### config.mk
export PLATFORM = sky130hd
export DESIGN_NAME = lsu_byte_seq_flat
export DESIGN_NICKNAME = d
export VERILOG_FILES = /design/src/rtl/lsu_byte_seq_if.sv /design/src/rtl/lsu_byte_seq.sv /design/src/flat_wrapper.sv
export SDC_FILE = /design/constraint.sdc
export NUM_CORES = 1
export LEC_CHECK = 0
export BUFFER_PORTS_ARGS = -buffer_cell sky130_fd_sc_hd__buf_4
export CAP_MARGIN = 20
export CORE_UTILIZATION = 45
export CTS_CLUSTER_SIZE = 8
export DETAILED_ROUTE_END_ITERATION = 6
export PLACE_DENSITY = 0.75
export SYNTH_ARGS = -nofsm -noshare
export SYNTH_HDL_FRONTEND = slang
export SYNTH_SLANG_ARGS = --single-unit
### constraint.sdc
create_clock -name clk -period 3.1 [get_ports clk]
set_input_delay 0.155 -clock clk [delete_from_list [all_inputs] [get_ports clk]]
set_output_delay 0.155 -clock clk [all_outputs]
set_load 0.05 [all_outputs]
### src/rtl/lsu_byte_seq_if.sv
// lsu_byte_seq_if: bundles the core request/response handshake and the byte-wide RAM port.
//   slave  : the lsu_byte_seq view. It takes requests and rsp_ready/mem_rdata, and drives the
//            response and the RAM address/data/enable.
//   master : the environment view (core plus RAM), which is the mirror of slave.
interface lsu_byte_seq_if #(
    parameter int XLEN   = 32,
    parameter int ADDR_W = 12
);
    // core request
    logic              req_valid;
    logic              req_ready;
    logic              req_we;
    logic [XLEN-1:0]   req_addr;
    logic [XLEN-1:0]   req_wdata;
    logic [1:0]        req_size;
    logic              req_lu;
    // core response
    logic              rsp_valid;
    logic              rsp_ready;
    logic [XLEN-1:0]   rsp_rdata;
    logic              rsp_err;
    // byte RAM port
    logic              mem_we;
    logic [ADDR_W-1:0] mem_addr;
    logic [7:0]        mem_wdata;
    logic [7:0]        mem_rdata;

    modport slave (
        input  req_valid, req_we, req_addr, req_wdata, req_size, req_lu, rsp_ready, mem_rdata,
        output req_ready, rsp_valid, rsp_rdata, rsp_err, mem_we, mem_addr, mem_wdata
    );

    modport master (
        output req_valid, req_we, req_addr, req_wdata, req_size, req_lu, rsp_ready, mem_rdata,
        input  req_ready, rsp_valid, rsp_rdata, rsp_err, mem_we, mem_addr, mem_wdata
    );
endinterface

### src/rtl/lsu_byte_seq.sv
// lsu_byte_seq: load/store sequencer that splits a core request into byte accesses.
// It issues one byte per cycle, little-endian, lowest address first.
// Loads are assembled and then sign- or zero-extended. The result, or a store completion,
// is returned on a valid/ready response.
// Ports:
//   clk  : rising-edge clock
//   rstn : asynchronous active-low reset
//   bus  : lsu_byte_seq_if.slave, which carries the request, the response and the byte RAM port
// Optional feature: defining MISALIGN_TRAP_EN turns a misaligned half or word into an
// error response with no RAM cycles. When it is not defined, misaligned accesses run byte-wise.
module lsu_byte_seq #(
    parameter int XLEN   = 32,
    parameter int ADDR_W = 12
) (
    input  logic          clk,
    input  logic          rstn,
    lsu_byte_seq_if.slave bus
);

    typedef enum logic [1:0] {IDLE, ACCESS, RESP} state_e;

    state_e            state_q;
    logic              req_ready_q;
    logic              rsp_valid_q;
    logic [XLEN-1:0]   rsp_rdata_q;
    logic              rsp_err_q;
    logic              mem_we_q;
    logic [ADDR_W-1:0] mem_addr_q;
    logic [7:0]        mem_wdata_q;

    logic              we_q;
    logic              lu_q;
    logic [1:0]        size_q;
    logic [1:0]        idx_q;      // byte being accessed this cycle
    logic [1:0]        last_q;     // index of the final byte (N-1)
    logic [XLEN-9:0]   wsh_q;      // remaining store bytes, shifted down one byte per access
    logic [31:0]       asm_q;      // load assembly register

    logic              req_err;
    logic              accept;
    logic [31:0]       ld_full;
    logic [XLEN-1:0]   ld_ext;

    assign accept = bus.req_valid && req_ready_q;

    always_comb begin
        req_err = (bus.req_size == 2'b00);
`ifdef MISALIGN_TRAP_EN
        if (bus.req_size == 2'b10 && bus.req_addr[0])
            req_err = 1'b1;
        if (bus.req_size == 2'b11 && bus.req_addr[1:0] != 2'b00)
            req_err = 1'b1;
`endif
    end

    // The final byte is merged straight from mem_rdata, so the response can be
    // registered on the same edge that samples it.
    always_comb begin
        ld_full = asm_q;
        ld_full[{idx_q, 3'b000} +: 8] = bus.mem_rdata;
        ld_ext = '0;
        case (size_q)
            2'b01: begin
                ld_ext      = {XLEN{~lu_q & ld_full[7]}};
                ld_ext[7:0] = ld_full[7:0];
            end
            2'b10: begin
                ld_ext       = {XLEN{~lu_q & ld_full[15]}};
                ld_ext[15:0] = ld_full[15:0];
            end
            default: ld_ext[31:0] = ld_full;
        endcase
    end

    always_ff @(posedge clk or negedge rstn) begin
        if (!rstn) begin
            state_q     <= IDLE;
            req_ready_q <= 1'b0;
            rsp_valid_q <= 1'b0;
            rsp_rdata_q <= '0;
            rsp_err_q   <= 1'b0;
            mem_we_q    <= 1'b0;
            mem_addr_q  <= '0;
            mem_wdata_q <= '0;
            we_q        <= 1'b0;
            lu_q        <= 1'b0;
            size_q      <= 2'b00;
            idx_q       <= 2'd0;
            last_q      <= 2'd0;
            wsh_q       <= '0;
            asm_q       <= '0;
        end else begin
            case (state_q)
                IDLE: begin
                    req_ready_q <= 1'b1;
                    if (accept) begin
                        req_ready_q <= 1'b0;
                        we_q        <= bus.req_we;
                        lu_q        <= bus.req_lu;
                        size_q      <= bus.req_size;
                        idx_q       <= 2'd0;
                        last_q      <= (bus.req_size == 2'b11) ? 2'd3 :
                                       (bus.req_size == 2'b10) ? 2'd1 : 2'd0;
                        if (req_err) begin
                            state_q     <= RESP;
                            rsp_valid_q <= 1'b1;
                            rsp_err_q   <= 1'b1;
                            rsp_rdata_q <= '0;
                        end else begin
                            // Byte 0 goes out on the RAM port in the first ACCESS cycle.
                            state_q    <= ACCESS;
                            mem_we_q   <= bus.req_we;
                            mem_addr_q <= bus.req_addr[ADDR_W-1:0];
                            if (bus.req_we) begin
                                mem_wdata_q <= bus.req_wdata[7:0];
                                wsh_q       <= bus.req_wdata[XLEN-1:8];
                            end
                        end
                    end
                end
                ACCESS: begin
                    if (!we_q)
                        asm_q[{idx_q, 3'b000} +: 8] <= bus.mem_rdata;
                    if (idx_q == last_q) begin
                        state_q     <= RESP;
                        mem_we_q    <= 1'b0;
                        rsp_valid_q <= 1'b1;
                        rsp_err_q   <= 1'b0;
                        rsp_rdata_q <= we_q ? '0 : ld_ext;
                    end else begin
                        idx_q      <= idx_q + 2'd1;
                        mem_addr_q <= mem_addr_q + ADDR_W'(1);   // wraps modulo RAM size
                        if (we_q) begin
                            mem_wdata_q <= wsh_q[7:0];
                            wsh_q       <= wsh_q >> 8;
                        end
                    end
                end
                RESP: begin
                    if (bus.rsp_ready) begin
                        state_q     <= IDLE;
                        rsp_valid_q <= 1'b0;
                        rsp_err_q   <= 1'b0;
                        rsp_rdata_q <= '0;
                        req_ready_q <= 1'b1;
                    end
                end
                default: state_q <= IDLE;
            endcase
        end
    end

    // Only the low ADDR_W address bits reach the RAM.
    logic unused_addr;
    assign unused_addr = ^bus.req_addr[XLEN-1:ADDR_W];

    assign bus.req_ready = req_ready_q;
    assign bus.rsp_valid = rsp_valid_q;
    assign bus.rsp_rdata = rsp_rdata_q;
    assign bus.rsp_err   = rsp_err_q;
    assign bus.mem_we    = mem_we_q;
    assign bus.mem_addr  = mem_addr_q;
    assign bus.mem_wdata = mem_wdata_q;

endmodule

### src/flat_wrapper.sv
// flat-port wrapper written by rule: the top's interface ports become plain ports
module lsu_byte_seq_flat 
#(
    parameter int XLEN   = 32,
    parameter int ADDR_W = 12
)
  (clk, rstn, bus_req_valid, bus_req_we, bus_req_addr, bus_req_wdata, bus_req_size, bus_req_lu, bus_rsp_ready, bus_mem_rdata, bus_req_ready, bus_rsp_valid, bus_rsp_rdata, bus_rsp_err, bus_mem_we, bus_mem_addr, bus_mem_wdata);
  lsu_byte_seq_if #(.XLEN(XLEN), .ADDR_W(ADDR_W)) bus_i ();
  input  logic clk;
  input  logic rstn;
  input wire logic [$bits(bus_i.req_valid)-1:0] bus_req_valid;
  input wire logic [$bits(bus_i.req_we)-1:0] bus_req_we;
  input wire logic [$bits(bus_i.req_addr)-1:0] bus_req_addr;
  input wire logic [$bits(bus_i.req_wdata)-1:0] bus_req_wdata;
  input wire logic [$bits(bus_i.req_size)-1:0] bus_req_size;
  input wire logic [$bits(bus_i.req_lu)-1:0] bus_req_lu;
  input wire logic [$bits(bus_i.rsp_ready)-1:0] bus_rsp_ready;
  input wire logic [$bits(bus_i.mem_rdata)-1:0] bus_mem_rdata;
  output wire logic [$bits(bus_i.req_ready)-1:0] bus_req_ready;
  output wire logic [$bits(bus_i.rsp_valid)-1:0] bus_rsp_valid;
  output wire logic [$bits(bus_i.rsp_rdata)-1:0] bus_rsp_rdata;
  output wire logic [$bits(bus_i.rsp_err)-1:0] bus_rsp_err;
  output wire logic [$bits(bus_i.mem_we)-1:0] bus_mem_we;
  output wire logic [$bits(bus_i.mem_addr)-1:0] bus_mem_addr;
  output wire logic [$bits(bus_i.mem_wdata)-1:0] bus_mem_wdata;
  assign bus_i.req_valid = bus_req_valid;
  assign bus_i.req_we = bus_req_we;
  assign bus_i.req_addr = bus_req_addr;
  assign bus_i.req_wdata = bus_req_wdata;
  assign bus_i.req_size = bus_req_size;
  assign bus_i.req_lu = bus_req_lu;
  assign bus_i.rsp_ready = bus_rsp_ready;
  assign bus_i.mem_rdata = bus_mem_rdata;
  assign bus_req_ready = bus_i.req_ready;
  assign bus_rsp_valid = bus_i.rsp_valid;
  assign bus_rsp_rdata = bus_i.rsp_rdata;
  assign bus_rsp_err = bus_i.rsp_err;
  assign bus_mem_we = bus_i.mem_we;
  assign bus_mem_addr = bus_i.mem_addr;
  assign bus_mem_wdata = bus_i.mem_wdata;
  lsu_byte_seq #(.XLEN(XLEN), .ADDR_W(ADDR_W)) u_core (.clk(clk), .rstn(rstn), .bus(bus_i));
endmodule
# --- After elaboration in Yosys (flattened, before gate mapping) ---
# Cells that the tools add are included.
op_classes:
  add_sub_neg: 3
  n_reduce_logical: 15
  n_shift: 2
  muxes: 47
  eq_ne: 15
  bitwise_logic: 4
op_table:
  columns: ["operator", "count"]
  rows:
  - ["2-to-1 mux 32 bit", 5]
  - ["2-to-1 mux 24 bit", 5]
  - ["one-hot mux 32 bit (3 select lines)", 1]
  - ["one-hot mux 32 bit (2 select lines)", 1]
  - ["one-hot mux 24 bit (2 select lines)", 1]
  - ["2-to-1 mux 8 bit", 5]
  - ["2-to-1 mux 12 bit", 3]
  - ["bitwise mux 32 bit", 1]
  - ["variable shift 8 x 7 -> 32 bit (first input constant)", 1]
  - ["indexed part select 8 x 7 -> 32 bit", 1]
  - ["one-hot mux 12 bit (2 select lines)", 1]
  - ["one-hot mux 8 bit (2 select lines)", 1]
  - ["2-to-1 mux 2 bit", 7]
  - ["adder 12 x 1 -> 12 bit (second input constant)", 1]
  - ["2-to-1 mux 1 bit", 10]
  - ["== test 2 bit (second input constant)", 4]
  - ["inequality test 2 x 1 -> 1 bit (second input constant)", 4]
  - ["inequality test 2 bit (second input constant)", 4]
  - ["AND reduction 4 bit", 2]
  - ["negator 5 -> 7 bit", 1]
  - ["one-hot mux 1 bit (3 select lines)", 2]
  - ["one-hot mux 2 bit (3 select lines)", 1]
  - ["AND reduction 2 bit", 3]
  - ["AND reduction 3 bit", 2]
  - ["other kinds (13)", 19]
totals:
  input_bits: 80
  output_inout_bits: 56
  wordCells: 101
  regBits: 122

# --- Logic depth before layout (Yosys ltp) ---
# Gate-level depths: netlist of the first run.
logic_depth:
  depth_word: 8
  mapped_depth: 10
  mapped_depth_nobuf: 6

# --- Worst setup path after synthesis of the first run ---
# OpenSTA, ideal clock, no wires.
synth_path:
  path_kind: "register to register"
  from: "reg u_core.idx_q[0]"
  to: "reg u_core.rsp_rdata_q[21] (netlist: u_core.bus.rsp_rdata[21])"
  path_stages_with_launch: 9
  period_less_slack_ns: 2.270
  required_time_ns: 2.978
  path_buffers: 2
  setup_ns: 0.122
  path_slack_ns: 0.830
  arrival_ns: 2.148
  path_cell_list: "dfrtp_1 buf_4 inv_1 ha_1 nand4b_1 o21ai_0 a211oi_1 buf_2 o2bb2ai_1"
synth_via:
  elab_chain_cells: 8
  elab_cells_between_ends: 13
  classes_between: "add/sub: 1; eq/ne: 2; shift: 2; mux: 5; bitwise: 2; reduce/logical: 1"
synth_rtl:
  columns: ["element", "line", "source"]
  rows:
  - ["from (decl)", "lsu_byte_seq.sv:34", "logic [1:0] idx_q;"]
  - ["from (signal assigned)", "lsu_byte_seq.sv:131", "idx_q <= idx_q + 2'd1;"]
  - ["negator 5 -> 7 bit", "lsu_byte_seq.sv:60", "ld_full[{idx_q, 3'b000} +: 8] = bus.mem_rdata;"]
  - ["indexed part select 8 x 7 -> 32 bit / variable shift 8 x 7 -> 32 bit (equally long branches)", "lsu_byte_seq.sv:60", null]
  - ["bitwise mux 32 bit", "lsu_byte_seq.sv:60", null]
  - ["AND 1 bit (on tied branches)", "lsu_byte_seq.sv:68, lsu_byte_seq.sv:64", null]
  - ["one-hot mux 32 bit (2 select lines)", "lsu_byte_seq.sv:62", "case (size_q)"]
  - ["2-to-1 mux 32 bit", "lsu_byte_seq.sv:129", "rsp_rdata_q <= we_q ? '0 : ld_ext;"]
  - ["2-to-1 mux 32 bit", "lsu_byte_seq.sv:124", "if (idx_q == last_q) begin"]
  - ["one-hot mux 32 bit (3 select lines)", "lsu_byte_seq.sv:93", "case (state_q)"]
  - ["to (signal assigned)", "lsu_byte_seq.sv:129", null]
  - ["to (decl)", "lsu_byte_seq.sv:25", "logic [XLEN-1:0] rsp_rdata_q;"]
# Several ways; a longest one is shown, not always the timed one. The select of a mux whose other input is x is not followed.
# A chain may end at the register's enable or synchronous reset.

# --- Final worst setup path of the first run ---
layout_path:
  from: "reg u_core.idx_q[0]"
  to: "reg u_core.asm_q[22]"
layout_via:
  elab_chain_cells: 3
  elab_cells_between_ends: 4
  classes_between: "add/sub: 1; shift: 2; mux: 1"
layout_rtl:
  columns: ["element", "line", "source"]
  rows:
  - ["negator 5 -> 7 bit (*)", "lsu_byte_seq.sv:123", "asm_q[{idx_q, 3'b000} +: 8] <= bus.mem_rdata;"]
  - ["indexed part select 8 x 7 -> 32 bit / variable shift 8 x 7 -> 32 bit (equally long branches)", "lsu_byte_seq.sv:123", null]
  - ["bitwise mux 32 bit (*)", "lsu_byte_seq.sv:123", null]
  - ["to (signal, indexed assignment)", "lsu_byte_seq.sv:123", null]
  - ["to (decl)", "lsu_byte_seq.sv:37", "logic [31:0] asm_q;"]
# Every way passes the cells marked *; elsewhere a longest branch is shown, timed or not.

==> results of run 1 <==
## cell usage in the layout (no fill, tap or decap), types with 4 or more instances in the layout
cell	count
inv_1	38
nand4_1	18
nand4bb_1	4
dfrtp_1	122
o21ai_0	21
a2bb2oi_1	4
nor2_1	21
nor3_1	8
a21o_1	8
dlygate4sd3_1	9
nor2b_1	18
buf_4	126
nand3_1	11
a21oi_1	20
nand2_1	26
mux2_2	65
o2bb2ai_1	22
o221ai_1	16
a22o_1	26
clkbuf_16	17
ha_1	11
a32o_1	6
## logic make-up (layout without fill, tap and decap cells)
kind of cell	after synthesis	after routing
compound gates	153	153
xor+xnor	2	2
fa+ha+maj	12	12
buf+inv	72	204
flops	122	122
mux	68	68
simple gates	131	131
## sequential cells by signal, summed over array words and instances (netlist names), 2 cells and up
name / flops
u_core.asm_q: 32
u_core.bus.rsp_rdata: 32
u_core.wsh_q: 24
u_core.bus.mem_addr: 12
u_core.bus.mem_wdata: 8
u_core.idx_q: 2
u_core.last_q: 2
u_core.size_q: 2
u_core.state_q: 2
## power by group
part | switching, mW | total [mW] | internal (mW)
sequential | 0.434 | 2.58 | 2.15
clock | 0.684 | 1.92 | 1.23
combinational | 2.68 | 4.27 | 1.59
## layout make-up
type | count | area share (%)
sequential | 122 | 38.53
multi-input combinational | 366 | 36.35
timing repair buffer | 136 | 13.33
clock buffer | 23 | 6.033
tap | 176 | 2.780
inverter | 38 | 1.800
clock inverter | 7 | 1.169
## stage by stage
step,setup WS [ns],utilization [%],instances
floorplan,0.8296,-,560
global placement,0.6607,54.19,829
detailed placement,0.5293,54.19,829
CTS,0.5259,59.12,868
global route,0.3009,59.12,868
finish,0.4782,59.12,868
## layer usage
layer	global-route usage, %	up-vias
li1	-	2337
met1	28.22	2464
met2	39.49	202
met3	6.606	28
met4	8.594	0
met5	0	-
## worst register-to-register path, stage by stage (launching register included)
cell and delay (ns):
dfrtp_1 0.63, inv_1 0.18, ha_1 0.48, nand4bb_1 0.44, nor2_1 0.59, a22o_1 0.24
## path summary, 6_finish.rpt
| path | from | to | cells past startpoint |
|---|---|---|---|
| hold / removal | bus_rsp_ready | u_core.bus.req_ready | 3 |
| setup reg to reg | u_core.idx_q[0] | u_core.asm_q[22] | 5 |
| setup / recovery | u_core.idx_q[0] | u_core.asm_q[22] | 5 |
| min in group asynchronous | rstn | u_core.bus.rsp_rdata[29] | 2 |
| hold reg to reg | u_core.asm_q[4] | u_core.asm_q[4] | 1 |
| max in group asynchronous | rstn | u_core.wsh_q[4] | 3 |
==> impl_metrics.json, run 1 <==
{
  "ys_warn_count": 0,
  "ff_latch_area_um2": 3053,
  "m1WireLength_um": 6653,
  "max-clock-path-buffers": 2,
  "hold_path.class": "primary input to flop",
  "cts_resized": 0,
  "io_pins": 136,
  "synthXorXnorAreaFrac_pct": 0.5206,
  "yosysMostFrequentCell": "dfrtp_1",
  "nets": 773,
  "initial_utilization_pct": 46.63,
  "root_buffer": "clkbuf_16",
  "drc": 0,
  "wirelength_um": 15860,
  "fmax_mhz": 381.4,
  "worstPathBufferInverterCount": 1,
  "worstSkewPairLatency_ns": 0.42,
  "synth_top_family_by_area": "compound AO/OA/AOI/OAI gates",
  "yosysSeqAreaShare_pct": 48.86,
  "synth_edf_count": 0,
  "synthesis.nets": 652,
  "crit_required_ns": 3.45,
  "synth_common_cells": "dfrtp_1, mux2_2, inv_1",
  "tightestPinTransition_ns": 0.7739,
  "leakage_nw": 3.574,
  "slowest_stage": "dfrtp_1",
  "syn_inst": 560,
  "power_density_nw_per_um2": 1107,
  "numCtsBuffers": 17,
  "antenna_found_initial": 0,
  "critPathTopFamily": "simple AND/OR/NAND/NOR gates",
  "muxShareOfSynthArea_pct": 12.21,
  "track_usage_pct": 23.33,
  "status": "complete, no violations",
  "grt_pass1_wl_um": 26210,
  "diodes": 0,
  "coreArea_um2": 13400,
  "io_buffers": 115,
  "ys.flop_type": "dfrtp_1",
  "cp.arrival_ns": 2.97,
  "detail_route.wl_per_cell_um": 18.27,
  "path_class": "flop to flop",
  "drtPass1Iterations": 5,
  "tritoncts": "yes",
  "rows": 42,
  "async_flop_share_pct": 100.0,
  "fillCellCount": 1118,
  "post_cts_buffers": 0,
  "synth_top_area_share_pct": 48.86,
  "path_max_fanout": 13,
  "fin_skew_ns": 0.01066,
  "critPathCaptureType": "flop",
  "synthDistinctLibCells": 58,
  "relSlewSlack_pct": 48.40,
  "dp_hpwl_um": 10870,
  "avgViaCountPerCell": 5.796,
  "tns_ns": 0,
  "slew_violations": 0,
  "postLayoutCellArea_um2": 7923,
  "drt_iter0_markers": 363,
  "h-tree-depth": 4,
  "drive_gt1_share_pct": 33.24,
  "grt_overflow": 0,
  "peakVddDrop_mv": 0.7991,
  "synth-simple-area-share_pct": 11.85,
  "synth_compound_area_share_pct": 19.06,
  "routed-wl-met2_um": 7890,
  "clock_sinks": 122,
  "start_kind": "flop",
  "multi_input_area_um2": 2880,
  "ys_ff_latch": 122,
  "clk_pin_slew_ns": 0.05,
  "antenna_left": 0,
  "gp_congestion": 0.8943,
  "highest_layer": "met4",
  "cap_viol_max_count": 0,
  "grt_pass1_vias": 5204,
  "area_growth_syn_to_layout_pct": 26.79,
  "met3_length_um": 1040,
  "die_h_um": 119.8,
  "r2r_setup_slack_ns": 0.48,
  "grt_max_degree": 59,
  "hold_buffers": 9,
  "setup-violations-final": 0,
  "placed_cell_area_um2": 7262,
  "vias": 5031,
  "holdWs_ns": 0.01179,
  "total_power_mw": 8.768,
  "hold_violations": 0,
  "postSynthAreaPerCell_um2": 11.16,
  "fin_crit_ns": 2.622,
  "die_w_um": 119.8,
  "synth_top_area_cell": "dfrtp_1",
  "die_area_um2": 14360,
  "min_period_over_period_pct": 84.58,
  "rsz0062_at_grt": "false",
  "synth_area_um2": 6248,
  "slowest_delay_ns": 0.63,
  "crit_chain": "inv_1 > ha_1 > nand4bb_1 > nor2_1 > a22o_1",
  "synth_fa_ha_area_share_pct": 2.403,
  "synth_area_leaders": "dfrtp_1, mux2_2, a22o_1"
}
No activity file was read; power rests on OpenSTA's default activity.
==> run 2: changes to the inputs <==
--- a/config.mk
+++ b/config.mk
@@ -10,7 +10,7 @@
 export CORE_UTILIZATION = 45
 export CTS_CLUSTER_SIZE = 8
 export DETAILED_ROUTE_END_ITERATION = 6
-export PLACE_DENSITY = 0.75
+export PLACE_DENSITY = 0.78
 export SYNTH_ARGS = -nofsm -noshare
 export SYNTH_HDL_FRONTEND = slang
 export SYNTH_SLANG_ARGS = --single-unit
==> constraint.sdc (replaced) <==
create_clock -name clk -period 2.2 [get_ports clk]
set_input_delay 0.11 -clock clk [delete_from_list [all_inputs] [get_ports clk]]
set_output_delay 0.11 -clock clk [all_outputs]
set_load 0.05 [all_outputs]
==> run 2 against run 1 <==
The flow now finishes with violations (negative hold slack). Die area unchanged. Flip-flop and latch count unchanged. Worst hold slack worse by 0.016 ns. Maximum frequency up 23%. Routed wire length down 1.3%. Clock power is 49% higher. First-iteration DRC count grew 20%.
==> impl_metrics.json, run 2 (same netlist as run 1, synthesis figures left out) <==
{
  "io_buffers": 115,
  "peakVddDrop_mv": 1.026,
  "critPathCaptureType": "flop",
  "place_ws_ns": 0.006711,
  "hold_violations": 1,
  "rows": 42,
  "leakage_nw": 3.794,
  "cap_viol_max_count": 0,
  "numCtsBuffers": 17,
  "crit_chain": "inv_2 > ha_4 > o2111a_2 > nor2_2 > a221oi_4 > clkbuf_16 > mux2_2",
  "p_clk_share_pct": 22.2,
  "total_power_mw": 12.88,
  "path_class": "flop to flop",
  "die_w_um": 119.8,
  "antenna_left": 0,
  "final_common_cell": "buf_4",
  "die_area_um2": 14360,
  "min_period_over_period_pct": 96.96,
  "diodes": 0,
  "start_kind": "flop",
  "p_sw_mw": 5.419,
  "area_growth_syn_to_layout_pct": 33.80,
  "fin_util_pct": 62.39,
  "gp_congestion": 0.9018,
  "track_usage_pct": 22.37,
  "clk_pin_slew_ns": 0.06,
  "status": "finished with violations",
  "avgViaCountPerCell": 5.687,
  "setup-violations-final": 0,
  "die_h_um": 119.8,
  "intPower_mw": 7.460,
  "worstSkewPairLatency_ns": 0.42,
  "root_buffer": "clkbuf_16",
  "dp_hpwl_um": 10930,
  "fmax_mhz": 468.8,
  "h-tree-depth": 4,
  "final_cell_mix": "buf_4, dfrtp_1, mux2_2, inv_1",
  "sw_frac_of_total_pct": 42.08,
  "drc": 0,
  "drive_gt1_share_pct": 36.63,
  "seqPwrFrac_pct": 28.0,
  "coreArea_um2": 13400,
  "critPathTopFamily": "compound AO/OA/AOI/OAI gates",
  "crit_required_ns": 2.50,
  "antenna_found_initial": 0,
  "tightestPinTransition_ns": 0.6436,
  "setup_ws_ns": 0.06682,
  "detail_route.wl_per_cell_um": 17.30,
  "max-clock-path-buffers": 2,
  "grt_overflow": 0,
  "io_pins": 136,
  "tritoncts": "yes",
  "fillCellCount": 1055,
  "holdWs_ns": -0.004378,
  "fin_crit_ns": 2.133,
  "relSlewSlack_pct": 57.09,
  "nets": 808,
  "slowest_stage": "dfrtp_1",
  "worstPathBufferInverterCount": 2,
  "wirelength_um": 15650,
  "power_density_nw_per_um2": 1541,
  "pwr-share-comb_pct": 49.8,
  "path_max_fanout": 8,
  "initial_utilization_pct": 46.63,
  "clock_sinks": 122,
  "drt_iter0_markers": 434,
  "hold_path.class": "primary input to flop",
  "grt_pass1_wl_um": 25120,
  "slowest_delay_ns": 0.41,
  "fin_skew_ns": 0.01309,
  "cp.arrival_ns": 2.43,
  "grt_max_degree": 52,
  "vias": 5147,
  "drtPass1Iterations": 5,
  "grt_pass1_vias": 5198,
  "violations": "negative hold slack",
  "slew_violations": 0
}
[run 2: cell type report]
cell class              count  area, um^2  area share, %
inverters                  38       142.6          1.706
well taps                 176       220.2          2.634
clock inverters            10       140.1          1.676
flip-flops and latches    122        3053          36.52
repair buffers            171        1413          16.90
multi-input cells         366        2918          34.90
clock buffers              22       474.2          5.672
[run 2: routing by layer]
metal  up-vias  part of all wire (%)  track usage (%)  routed length, um
met5         -                     0                0                  0
met4         0                   1.4            7.813                221
met3        20                   6.7            6.654               1044
li1       2393                     -                -                  -
met1      2541                    42            27.01               6549
met2       193                    50            37.90               7838
[run 2: power by group through the flow]
stage	clock, mW	combinational (mW)	sequential, mW
final	2.86	6.41	3.61
after global routing	3.00	6.87	3.71
after CTS	2.90	6.25	3.60
after detailed placement	0	6.18	3.63
after global placement	0	6.02	3.58
after floorplan	0	3.18	4.83
[run 2: through the flow]
step / hold slack [ns] / TNS [ns] / std cells / area, um^2
floorplan: -0.1856 / 0 / 560 / 6254
global placement: 0.01301 / 0 / 847 / 7427
detailed placement: 0.01828 / 0 / 847 / 7427
CTS: 0.008543 / 0 / 900 / 8252
global route: 0.02909 / -0.005901 / 905 / 8361
finish: -0.004378 / 0 / 905 / 8361
[run 2: final timing paths]
kind,from,to,slack [ns],depth (start not counted)
min in group asynchronous,rstn,u_core.asm_q[29],0.12,2
hold / removal,bus_req_addr[1],u_core.bus.mem_addr[1],-0.004,3
setup reg to reg,u_core.state_q[0],u_core.wsh_q[9],0.07,7
max in group asynchronous,rstn,u_core.bus.rsp_rdata[30],1.44,3
setup / recovery,u_core.state_q[0],u_core.wsh_q[9],0.07,7
hold reg to reg,u_core.asm_q[5],u_core.asm_q[5],0.47,1
[run 2: worst register-to-register path: cells and delay by family (launching register included)]
kind	cells	cell delay, ns
flip-flops	1	0.41
AND/OR/NAND/NOR	1	0.08
buffers and inverters	2	0.37
multiplexers	1	0.34
AO/OA/AOI/OAI	2	0.65
adder cells (fa/ha/maj)	1	0.17
[run 2: repair_timing]
action | in CTS | in global routing
hold buffers | 21 | 0
setup buffers | 0 | 2
gates resized for setup | 0 | 11
hold endpoints to repair | 154 | 0
endpoints found under the setup margin | 0 | 42
